[src/rtl/mc_pkg.sv]
// Shared definitions for the RV32I multicycle control unit: state encoding,
// opcodes, ALU operation codes and datapath mux selects.
package mc_pkg;

  typedef enum logic [3:0] {
    S_FETCH    = 4'd0,
    S_DECODE   = 4'd1,
    S_MEMADR   = 4'd2,
    S_MEMREAD  = 4'd3,
    S_MEMWB    = 4'd4,
    S_MEMWRITE = 4'd5,
    S_EXECUTER = 4'd6,
    S_EXECUTEI = 4'd7,
    S_ALUWB    = 4'd8,
    S_BRANCH   = 4'd9,
    S_JAL      = 4'd10
  } state_e;

  // Request from the FSM to the ALU decoder.
  typedef enum logic [1:0] {
    ALUOP_ADD    = 2'b00,
    ALUOP_BRANCH = 2'b01,
    ALUOP_FUNCT  = 2'b10
  } alu_op_e;

  localparam logic [6:0] OP_LOAD   = 7'b0000011;
  localparam logic [6:0] OP_STORE  = 7'b0100011;
  localparam logic [6:0] OP_RTYPE  = 7'b0110011;
  localparam logic [6:0] OP_ITYPE  = 7'b0010011;
  localparam logic [6:0] OP_BRANCH = 7'b1100011;
  localparam logic [6:0] OP_JAL    = 7'b1101111;

  localparam logic [2:0] ALU_ADD = 3'b000;
  localparam logic [2:0] ALU_SUB = 3'b001;
  localparam logic [2:0] ALU_AND = 3'b010;
  localparam logic [2:0] ALU_OR  = 3'b011;
  localparam logic [2:0] ALU_XOR = 3'b100;
  localparam logic [2:0] ALU_SLT = 3'b101;
  localparam logic [2:0] ALU_SLL = 3'b110;
  localparam logic [2:0] ALU_SR  = 3'b111;

  localparam logic [1:0] SRCA_PC    = 2'b00;
  localparam logic [1:0] SRCA_OLDPC = 2'b01;
  localparam logic [1:0] SRCA_RS1   = 2'b10;

  localparam logic [1:0] SRCB_RS2  = 2'b00;
  localparam logic [1:0] SRCB_IMM  = 2'b01;
  localparam logic [1:0] SRCB_FOUR = 2'b10;

  localparam logic [1:0] RES_ALUOUT = 2'b00;
  localparam logic [1:0] RES_DATA   = 2'b01;
  localparam logic [1:0] RES_ALU    = 2'b10;

  localparam logic [1:0] IMM_I = 2'b00;
  localparam logic [1:0] IMM_S = 2'b01;
  localparam logic [1:0] IMM_B = 2'b10;
  localparam logic [1:0] IMM_J = 2'b11;

  function automatic logic [1:0] imm_src_for(input logic [6:0] op);
    case (op)
      OP_STORE:  return IMM_S;
      OP_BRANCH: return IMM_B;
      OP_JAL:    return IMM_J;
      default:   return IMM_I;
    endcase
  endfunction

endpackage

[src/rtl/mc_controller_alu_decoder.sv]
// ALU operation decode and branch-taken evaluation for the multicycle controller.
// Macro MC_CTRL_FULL_BRANCH_EN adds blt/bge/bltu/bgeu; otherwise only beq/bne.
module alu_decoder
  import mc_pkg::*;
(
  input  logic [6:0] op_i,
  input  logic [2:0] funct3_i,
  input  logic       funct7b5_i,
  input  logic       zero_i,
  input  alu_op_e    alu_op_i,
  output logic [2:0] alu_ctrl_o,
  output logic       taken_o
);

  always_comb begin
    // NOTE: every output gets a default before the case so no path can infer a latch.
    alu_ctrl_o = ALU_ADD;
    taken_o    = 1'b0;
    case (alu_op_i)
      ALUOP_FUNCT: begin
        case (funct3_i)
          3'b000:  alu_ctrl_o = (op_i == OP_RTYPE && funct7b5_i) ? ALU_SUB : ALU_ADD;
          3'b111:  alu_ctrl_o = ALU_AND;
          3'b110:  alu_ctrl_o = ALU_OR;
          3'b100:  alu_ctrl_o = ALU_XOR;
          3'b011:  alu_ctrl_o = ALU_XOR; // sltu shares this code; ALU picks by funct3
          3'b010:  alu_ctrl_o = ALU_SLT;
          3'b001:  alu_ctrl_o = ALU_SLL;
          default: alu_ctrl_o = ALU_SR;
        endcase
      end
      ALUOP_BRANCH: begin
        case (funct3_i)
          3'b000: begin alu_ctrl_o = ALU_SUB; taken_o =  zero_i; end
          3'b001: begin alu_ctrl_o = ALU_SUB; taken_o = !zero_i; end
`ifdef MC_CTRL_FULL_BRANCH_EN
          3'b100: begin alu_ctrl_o = ALU_SLT; taken_o = !zero_i; end
          3'b101: begin alu_ctrl_o = ALU_SLT; taken_o =  zero_i; end
          3'b110: begin alu_ctrl_o = ALU_XOR; taken_o = !zero_i; end
          3'b111: begin alu_ctrl_o = ALU_XOR; taken_o =  zero_i; end
`endif
          default: ;
        endcase
      end
      default: ;
    endcase
  end

endmodule

[src/rtl/mc_controller.sv]
// Multicycle RV32I control FSM: sequences fetch/decode/execute/writeback and drives
// datapath enables and mux selects. Optional macro: MC_CTRL_FULL_BRANCH_EN.
module mc_controller
  import mc_pkg::*;
(
  input  logic       clk,
  input  logic       reset,
  input  logic [6:0] op,
  input  logic [2:0] funct3,
  input  logic       funct7b5,
  input  logic       zero,
  output logic       pc_write,
  output logic       adr_src,
  output logic       mem_write,
  output logic       ir_write,
  output logic       reg_write,
  output logic [1:0] result_src,
  output logic [1:0] alu_src_a,
  output logic [1:0] alu_src_b,
  output logic [1:0] imm_src,
  output logic [2:0] alu_ctrl,
  output logic       illegal
);

  state_e  state_q, state_d;
  alu_op_e alu_op;
  logic    taken;
  logic    pc_write_c, mem_write_c, ir_write_c, reg_write_c, illegal_c;

  // NOTE: sequential state uses non-blocking assignment; reset is asynchronous.
  always_ff @(posedge clk or posedge reset) begin
    if (reset) state_q <= S_FETCH;
    else       state_q <= state_d;
  end

  alu_decoder u_alu_decoder (
    .op_i       (op),
    .funct3_i   (funct3),
    .funct7b5_i (funct7b5),
    .zero_i     (zero),
    .alu_op_i   (alu_op),
    .alu_ctrl_o (alu_ctrl),
    .taken_o    (taken)
  );

  assign imm_src = imm_src_for(op);

  always_comb begin
    state_d     = state_q;
    alu_op      = ALUOP_ADD;
    pc_write_c  = 1'b0;
    adr_src     = 1'b0;
    mem_write_c = 1'b0;
    ir_write_c  = 1'b0;
    reg_write_c = 1'b0;
    illegal_c   = 1'b0;
    result_src  = RES_ALUOUT;
    alu_src_a   = SRCA_PC;
    alu_src_b   = SRCB_RS2;
    case (state_q)
      S_FETCH: begin
        ir_write_c = 1'b1;
        pc_write_c = 1'b1;
        alu_src_b  = SRCB_FOUR;
        result_src = RES_ALU;
        state_d    = S_DECODE;
      end
      S_DECODE: begin
        alu_src_a = SRCA_OLDPC;
        alu_src_b = SRCB_IMM;
        case (op)
          OP_LOAD, OP_STORE: state_d = S_MEMADR;
          OP_RTYPE:          state_d = S_EXECUTER;
          OP_ITYPE:          state_d = S_EXECUTEI;
          OP_BRANCH:         state_d = S_BRANCH;
          OP_JAL:            state_d = S_JAL;
          default: begin
            illegal_c = 1'b1;
            state_d   = S_FETCH;
          end
        endcase
      end
      S_MEMADR: begin
        alu_src_a = SRCA_RS1;
        alu_src_b = SRCB_IMM;
        state_d   = (op == OP_STORE) ? S_MEMWRITE : S_MEMREAD;
      end
      S_MEMREAD: begin
        adr_src = 1'b1;
        state_d = S_MEMWB;
      end
      S_MEMWB: begin
        result_src  = RES_DATA;
        reg_write_c = 1'b1;
        state_d     = S_FETCH;
      end
      S_MEMWRITE: begin
        adr_src     = 1'b1;
        mem_write_c = 1'b1;
        state_d     = S_FETCH;
      end
      S_EXECUTER: begin
        alu_src_a = SRCA_RS1;
        alu_op    = ALUOP_FUNCT;
        state_d   = S_ALUWB;
      end
      S_EXECUTEI: begin
        alu_src_a = SRCA_RS1;
        alu_src_b = SRCB_IMM;
        alu_op    = ALUOP_FUNCT;
        state_d   = S_ALUWB;
      end
      S_ALUWB: begin
        reg_write_c = 1'b1;
        state_d     = S_FETCH;
      end
      S_BRANCH: begin
        alu_src_a  = SRCA_RS1;
        alu_op     = ALUOP_BRANCH;
        pc_write_c = taken;
        state_d    = S_FETCH;
      end
      S_JAL: begin
        alu_src_a  = SRCA_OLDPC;
        alu_src_b  = SRCB_FOUR;
        pc_write_c = 1'b1;
        state_d    = S_ALUWB;
      end
      default: state_d = S_FETCH;
    endcase
  end

  // Reset holds the FSM in FETCH; only the side-effecting strobes need masking.
  assign pc_write  = pc_write_c  & ~reset;
  assign mem_write = mem_write_c & ~reset;
  assign ir_write  = ir_write_c  & ~reset;
  assign reg_write = reg_write_c & ~reset;
  assign illegal   = illegal_c   & ~reset;

endmodule

[config.mk]
export PLATFORM = sky130hd
export DESIGN_NAME = mc_controller
export DESIGN_NICKNAME = d
export VERILOG_FILES = /design/src/rtl/mc_pkg.sv /design/src/rtl/mc_controller_alu_decoder.sv /design/src/rtl/mc_controller.sv
export SDC_FILE = /design/constraint.sdc
export NUM_CORES = 1
export LEC_CHECK = 0
export ABC_AREA = 1
export CAP_MARGIN = 20
export CORE_AREA = 4 4 41 43
export DETAILED_ROUTE_END_ITERATION = 8
export DIE_AREA = 0 0 45 47
export DONT_BUFFER_PORTS = 1
export SLEW_MARGIN = 30
export SYNTH_ARGS = -nofsm -noshare
export SYNTH_HDL_FRONTEND = slang
export SYNTH_SLANG_ARGS = --single-unit
[constraint.sdc]
create_clock -name clk -period 2.1 [get_ports clk]
set_clock_uncertainty 0.2 [all_clocks]
set_input_delay 0.42 -clock clk [delete_from_list [all_inputs] [get_ports clk]]
set_output_delay 0.42 -clock clk [all_outputs]
set_load 0.01 [all_outputs]
==> flow_summary.toml, run 1 <==
[critical_path]
slowest_stage = "dfrtp_1"
slowest_delay_ns = 0.40
end_kind = "output port"
cp.depth = 7
cp-start-kind = "flip-flop"
rr_worst_depth = 7
worstPathCellList = "inv_2, nand2_4, nor2_4, ha_2, nor3b_4, nand3_1, a21oi_2"
critPathArrivalTime_ns = 1.56
crit_buf_inv = 1
cpLargestDelayFamily = "simple AND/OR/NAND/NOR gates"
worstSetupPathType = "flip-flop to output port"
worst_ep_required_time_ns = 1.48
path_max_fanout = 3

[place]
place_ws_ns = -0.0142
dpl_cell_area_um2 = 613
globalplace.congestion = 0.849
numPortBuffers = 0
hpwl_mm = 1.18

[sta]
layout_min_cycle_time_ns = 2.18
timing.final.hold_violations = 0
rsz0062_at_grt = "yes"
fin_crit_sh = 1.04
slew_viol_final = 0
report.final.setup_viol = 2
postLayoutSetupSlackWorst_ns = -0.0838
relSlewSlack = 0.717
worst_slew_pin_slew_ns = 0.422
fmax_mhz = 458

[min_path]
hold_depth = 2
hold_path.class = "input pin to flip-flop"

[clock_network]
ctsHtreeMaxLevel = 1
cts.reportedPaths.clkPinSlew_ns = 0.04
clk_latency_ns = 0.23
cts_root_buf = "clkbuf_4"
clock_sinks = 4
cts_tree = "done"
cts_made_buffers = 3
cts_buffer_depth = 2

[floorplanning]
die_height_um = 47
die_x_um = 45
rows = 13
coreArea_um2 = 1300
num_io_pins = 31
start_util = 0.434
dieArea_um2 = 2120

[run_status]
violations = "negative setup slack"
outcome = "complete, but fails checks"

[synth]
ys_seq_elements = 4
syn_inst = 106
synth_simple_gate_area_frac = 0.550
synth_top_family_by_area = "simple AND/OR/NAND/NOR gates"
synth_compound_area_frac = 0.0532
netlist_area_um2 = 564
ys_seq_area_frac = 0.177
synthAdderAreaFrac = 0.0443
synth_warnings = 0
yosys.area_share.xor_xnor = 0.0155
ys_types = 17
synth_nets = 122
syn_avg_cell_area_um2 = 5.32
muxShareOfSynthArea = 0

[drt]
num_vias = 675
drt-vias-per-instance = 4.93
drt-total-wl_mm = 1.61
post_drt_wl_per_cell_um = 11.7
first_iter_violations = 15
drc = 0
antenna_left = 0
drt_first_pass_iters = 6

[final_layout]
nets = 140
fillers = 141
final_core_utilization = 0.596
diodes = 0
area_growth_pct = 37.5
largest_reg_flops = 4
drive_gt1_frac = 0.303
fin_area_um2 = 776
top_regs = "state_q x4"
regMostFlops = "state_q"

[pwr]
combinationalPowerShare = 0.633
switching_share = 0.450
switchingPower_uw = 240
vdd_drop_max_v = 0.000376
pwr-share-seq = 0.196
power_density_nw_per_um2 = 687
p_int_uw = 293
clkPwrFrac = 0.171
p_leak_nw = 0.442

[global_route]
busiest_layer = "met2"
grt_usage = 0.146
grt_overflow_total = 0
gr-usage-met3 = 0.0536
first_global_vias = 597
antenna_found_initial = 0
grt_first_pass_wirelength_mm = 2.32
grt_util_met1 = 0.183
met2_usage = 0.240
grt_max_degree = 7

[job]
max_cap_violations = 0
[synthesized netlist by cell type (all sizes together)]
master	number	area [um2]
a211oi	1	7.51
nand4	2	12.5
dfrtp	4	100
nand3	12	60.1
xor2	1	8.76
ha	2	25.0
o21a	1	7.51
nand2	34	135
a21oi	1	5.00
inv	24	90.1
nor2	20	90.1
nor3	1	5.00
o21ai	2	10.0
nor3b	1	7.51
[cell usage in the layout (no fill, tap or decap), drive strengths merged]
| master | netlist | routed |
|---|---|---|
| inv | 24 | 24 |
| a211oi | 1 | 1 |
| ha | 2 | 2 |
| a21oi | 1 | 1 |
| xor2 | 1 | 1 |
| nand2 | 34 | 34 |
| nand3 | 12 | 12 |
| o21ai | 2 | 2 |
| dfrtp | 4 | 4 |
| nor2 | 20 | 20 |
| clkbuf | 0 | 3 |
| nand4 | 2 | 2 |
| dlygate4sd3 | 0 | 1 |
| nor3b | 1 | 1 |
| buf | 0 | 12 |
| nor3 | 1 | 1 |
| o21a | 1 | 1 |
[worst reg2reg max path, cell delays in order, from the launching register on]
cell	delay (ns)
dfrtp_1	0.40
inv_2	0.09
buf_4	0.11
nand2_2	0.10
nor2_4	0.16
buf_4	0.13
nand3_1	0.07
o21ai_0	0.09
[layer usage]
| layer | vias up | wire length (um) |
|---|---|---|
| met5 | - | 0 |
| met4 | 0 | 0 |
| met3 | 0 | 183 |
| met2 | 26 | 748 |
| met1 | 297 | 673 |
| li1 | 352 | - |
[logic make-up after synthesis]
family,Yosys count
and+or+nand+nor,70
xor gates and xnor gates,1
buffers and inverters,24
adders and majority gates,2
AOI/OAI and AO/OA,5
DFF,4
[power groups by stage]
stage | combinational, mW | sequential, mW | clock (mW)
floorplan | 0.191 | 0.107 | 0
global placement | 0.264 | 0.102 | 0
detailed placement | 0.264 | 0.102 | 0
CTS | 0.283 | 0.104 | 0.0942
global route | 0.370 | 0.106 | 0.100
finish | 0.337 | 0.105 | 0.0910
[timing repair]
action	4_1_cts	5_1_grt
pin swaps	5	4
setup endpoints to repair	3	6
gates resized for setup	11	10
buffers inserted	3	5
hold buffers	1	0
endpoints found under the hold margin	4	0
gates cloned	0	0
[cell type report]
| class | instances | area (um2) | share of cell area |
|---|---|---|---|
| tap | 15 | 18.8 | 0.0242 |
| multi-input combinational | 78 | 444 | 0.573 |
| clock buffer | 3 | 22.5 | 0.0290 |
| timing repair buffer | 13 | 100 | 0.129 |
| inverter | 24 | 90.1 | 0.116 |
| sequential | 4 | 100 | 0.129 |
[metrics by stage]
step | hold slack, ns | power (mW) | TNS [ns] | instances
3_5_place_dp | 0.00257 | 0.365 | -0.0142 | 125
6_report | 0.169 | 0.533 | -0.127 | 137
5_1_grt | 0.174 | 0.577 | -0.294 | 137
4_1_cts | 0.170 | 0.481 | -0.103 | 132
2_1_floorplan | -0.0139 | 0.298 | 0 | 106
3_3_place_gp | -0.00146 | 0.366 | 0 | 125
[path summary, 6_finish.rpt]
kind / start / endpoint / slack [ns]
max: state_q[2] / pc_write / -0.08
min: op[4] / state_q[2] / 0.17
max reg2reg: state_q[2] / state_q[0] / 0.66
min reg2reg: state_q[3] / state_q[2] / 0.43
max in group asynchronous: reset / state_q[2] / 1.20
min in group asynchronous: reset / state_q[1] / 0.36
No activity file was read; power rests on OpenSTA's default activity.
==> run 2, diff against run 1 <==
PLACE_DENSITY = 0.63   (was unset)
==> run 2 against run 1 <==
Effect of this change: the run still ends with negative setup slack left; via count increased by 1.3%; sequential cell count is the same; clock power down 2%; critical path type unchanged.
==> flow_summary.toml, run 2 (synthesized netlist as in run 1, its figures left out) <==
[global_route]
grt_max_degree = 7
antenna_found_initial = 0
first_global_vias = 631
grt_usage = 0.158
grt_first_pass_wirelength_mm = 2.52
grt_overflow_total = 0

[sta]
slew_viol_final = 0
fin_crit_sh = 1.02
layout_min_cycle_time_ns = 2.15
rsz0062_at_grt = "yes"
report.final.setup_viol = 3
postLayoutSetupSlackWorst_ns = -0.0525
worst_slew_pin_slew_ns = 0.420
timing.final.hold_violations = 0
fmax_mhz = 465
hold_ws_ns = 0.179
relSlewSlack = 0.719

[critical_path]
cp-start-kind = "flip-flop"
worst_ep_required_time_ns = 1.48
critPathArrivalTime_ns = 1.53
end_kind = "output port"
worstSetupPathType = "flip-flop to output port"
path_max_fanout = 3

[final_layout]
fin_area_um2 = 726
regMostFlops = "state_q"
area_growth_pct = 28.6
nets = 139
final_core_utilization = 0.558
layout_commonest_cell = "nand2_1"
top_regs = "state_q x4"
diodes = 0
most-common-layout-cells = "nand2_1, inv_1, nor2_1, nand3_1, buf_4"
instances_no_fill = 136
drive_gt1_frac = 0.215
largest_reg_flops = 4

[run_status]
violations = "negative setup slack"
outcome = "complete, but fails checks"

[drt]
post_drt_wl_per_cell_um = 11.5
num_vias = 684
drt_first_pass_iters = 5
drt-total-wl_mm = 1.57
drc = 0
first_iter_violations = 13
drt-vias-per-instance = 5.03
antenna_left = 0

[place]
numPortBuffers = 0
dpl_cell_area_um2 = 621
globalplace.congestion = 0.743
dpl.cell_count = 126
place_ws_ns = -0.0140
hpwl_mm = 1.22

[clock_network]
cts.reportedPaths.clkPinSlew_ns = 0.04
clk_latency_ns = 0.22
cts_tree = "done"
ctsHtreeMaxLevel = 1
cts_root_buf = "clkbuf_4"
cts_buffer_depth = 2
clock_sinks = 4
cts_made_buffers = 3

[pwr]
combinationalPowerShare = 0.599
p_int_uw = 258
power_density_nw_per_um2 = 668
p_leak_nw = 0.432
pwr-share-seq = 0.216
switchingPower_uw = 227
clkPwrFrac = 0.184
vdd_drop_max_v = 0.000356
switching_share = 0.469

[floorplanning]
coreArea_um2 = 1300
start_util = 0.434
rows = 13
die_height_um = 47
die_x_um = 45
dieArea_um2 = 2120
num_io_pins = 31

[job]
max_cap_violations = 0

[min_path]
hold_path.class = "input pin to flip-flop"
[run 2: cell types whose count changed in the layout (fill, tap and decap cells not counted), sizes merged]
cell,before,now
buf,12,11
[run 2: layout make-up]
class,instances,area (um2)
Inverter,24,90.1
Fill cell,143,576
Tap cell,15,18.8
Multi-Input combinational cell,78,402
Timing Repair Buffer,12,92.6
Clock buffer,3,22.5
Sequential cell,4,100
[run 2: worst max-delay path, cell delays in order (launching register included)]
cell and delay, ns:
dfrtp_1 0.39, inv_2 0.09, nand2_4 0.07, nor2_4 0.10
ha_1 0.16, nor3b_4 0.19, nand3_1 0.11, a21oi_2 0.19
[run 2: metrics by stage]
step / TNS [ns] / total power [mW]
final: -0.129 / 0.485
after global routing: -0.479 / 0.528
after CTS: -0.186 / 0.479
after detailed placement: -0.0140 / 0.371
after global placement: 0 / 0.368
after floorplan: 0 / 0.298
[run 2: power groups by stage]
stage / registers [mW] / logic [mW] / clock network, mW
finish: 0.105 / 0.291 / 0.0894
global route: 0.106 / 0.322 / 0.0997
global placement: 0.101 / 0.267 / 0
floorplan: 0.107 / 0.191 / 0
CTS: 0.105 / 0.285 / 0.0895
detailed placement: 0.102 / 0.269 / 0
[run 2: worst paths after layout]
check	end	start	slack [ns]	depth (start not counted)
setup / recovery	pc_write	state_q[1]	-0.05	7
hold / removal	state_q[2]	op[4]	0.18	2
setup reg to reg	state_q[2]	state_q[0]	0.75	6
hold reg to reg	state_q[2]	state_q[3]	0.45	3
max in group asynchronous	state_q[3]	reset	1.21	2
min in group asynchronous	state_q[2]	reset	0.35	2
[run 2: routing by layer]
layer	wire length, um	GRT usage
met4	1	0.0175
met5	0	0
met1	639	0.179
met3	113	0.0268
met2	810	0.314
[run 2: timing repair]
| item | CTS | global route |
|---|---|---|
| resized for setup | 5 | 3 |
| hold buffers | 1 | 0 |
| cloned | 0 | 0 |
| endpoints found under the hold margin | 4 | 0 |
| pin swaps | 4 | 2 |
| setup buffers | 3 | 3 |
| setup endpoints to repair | 3 | 4 |
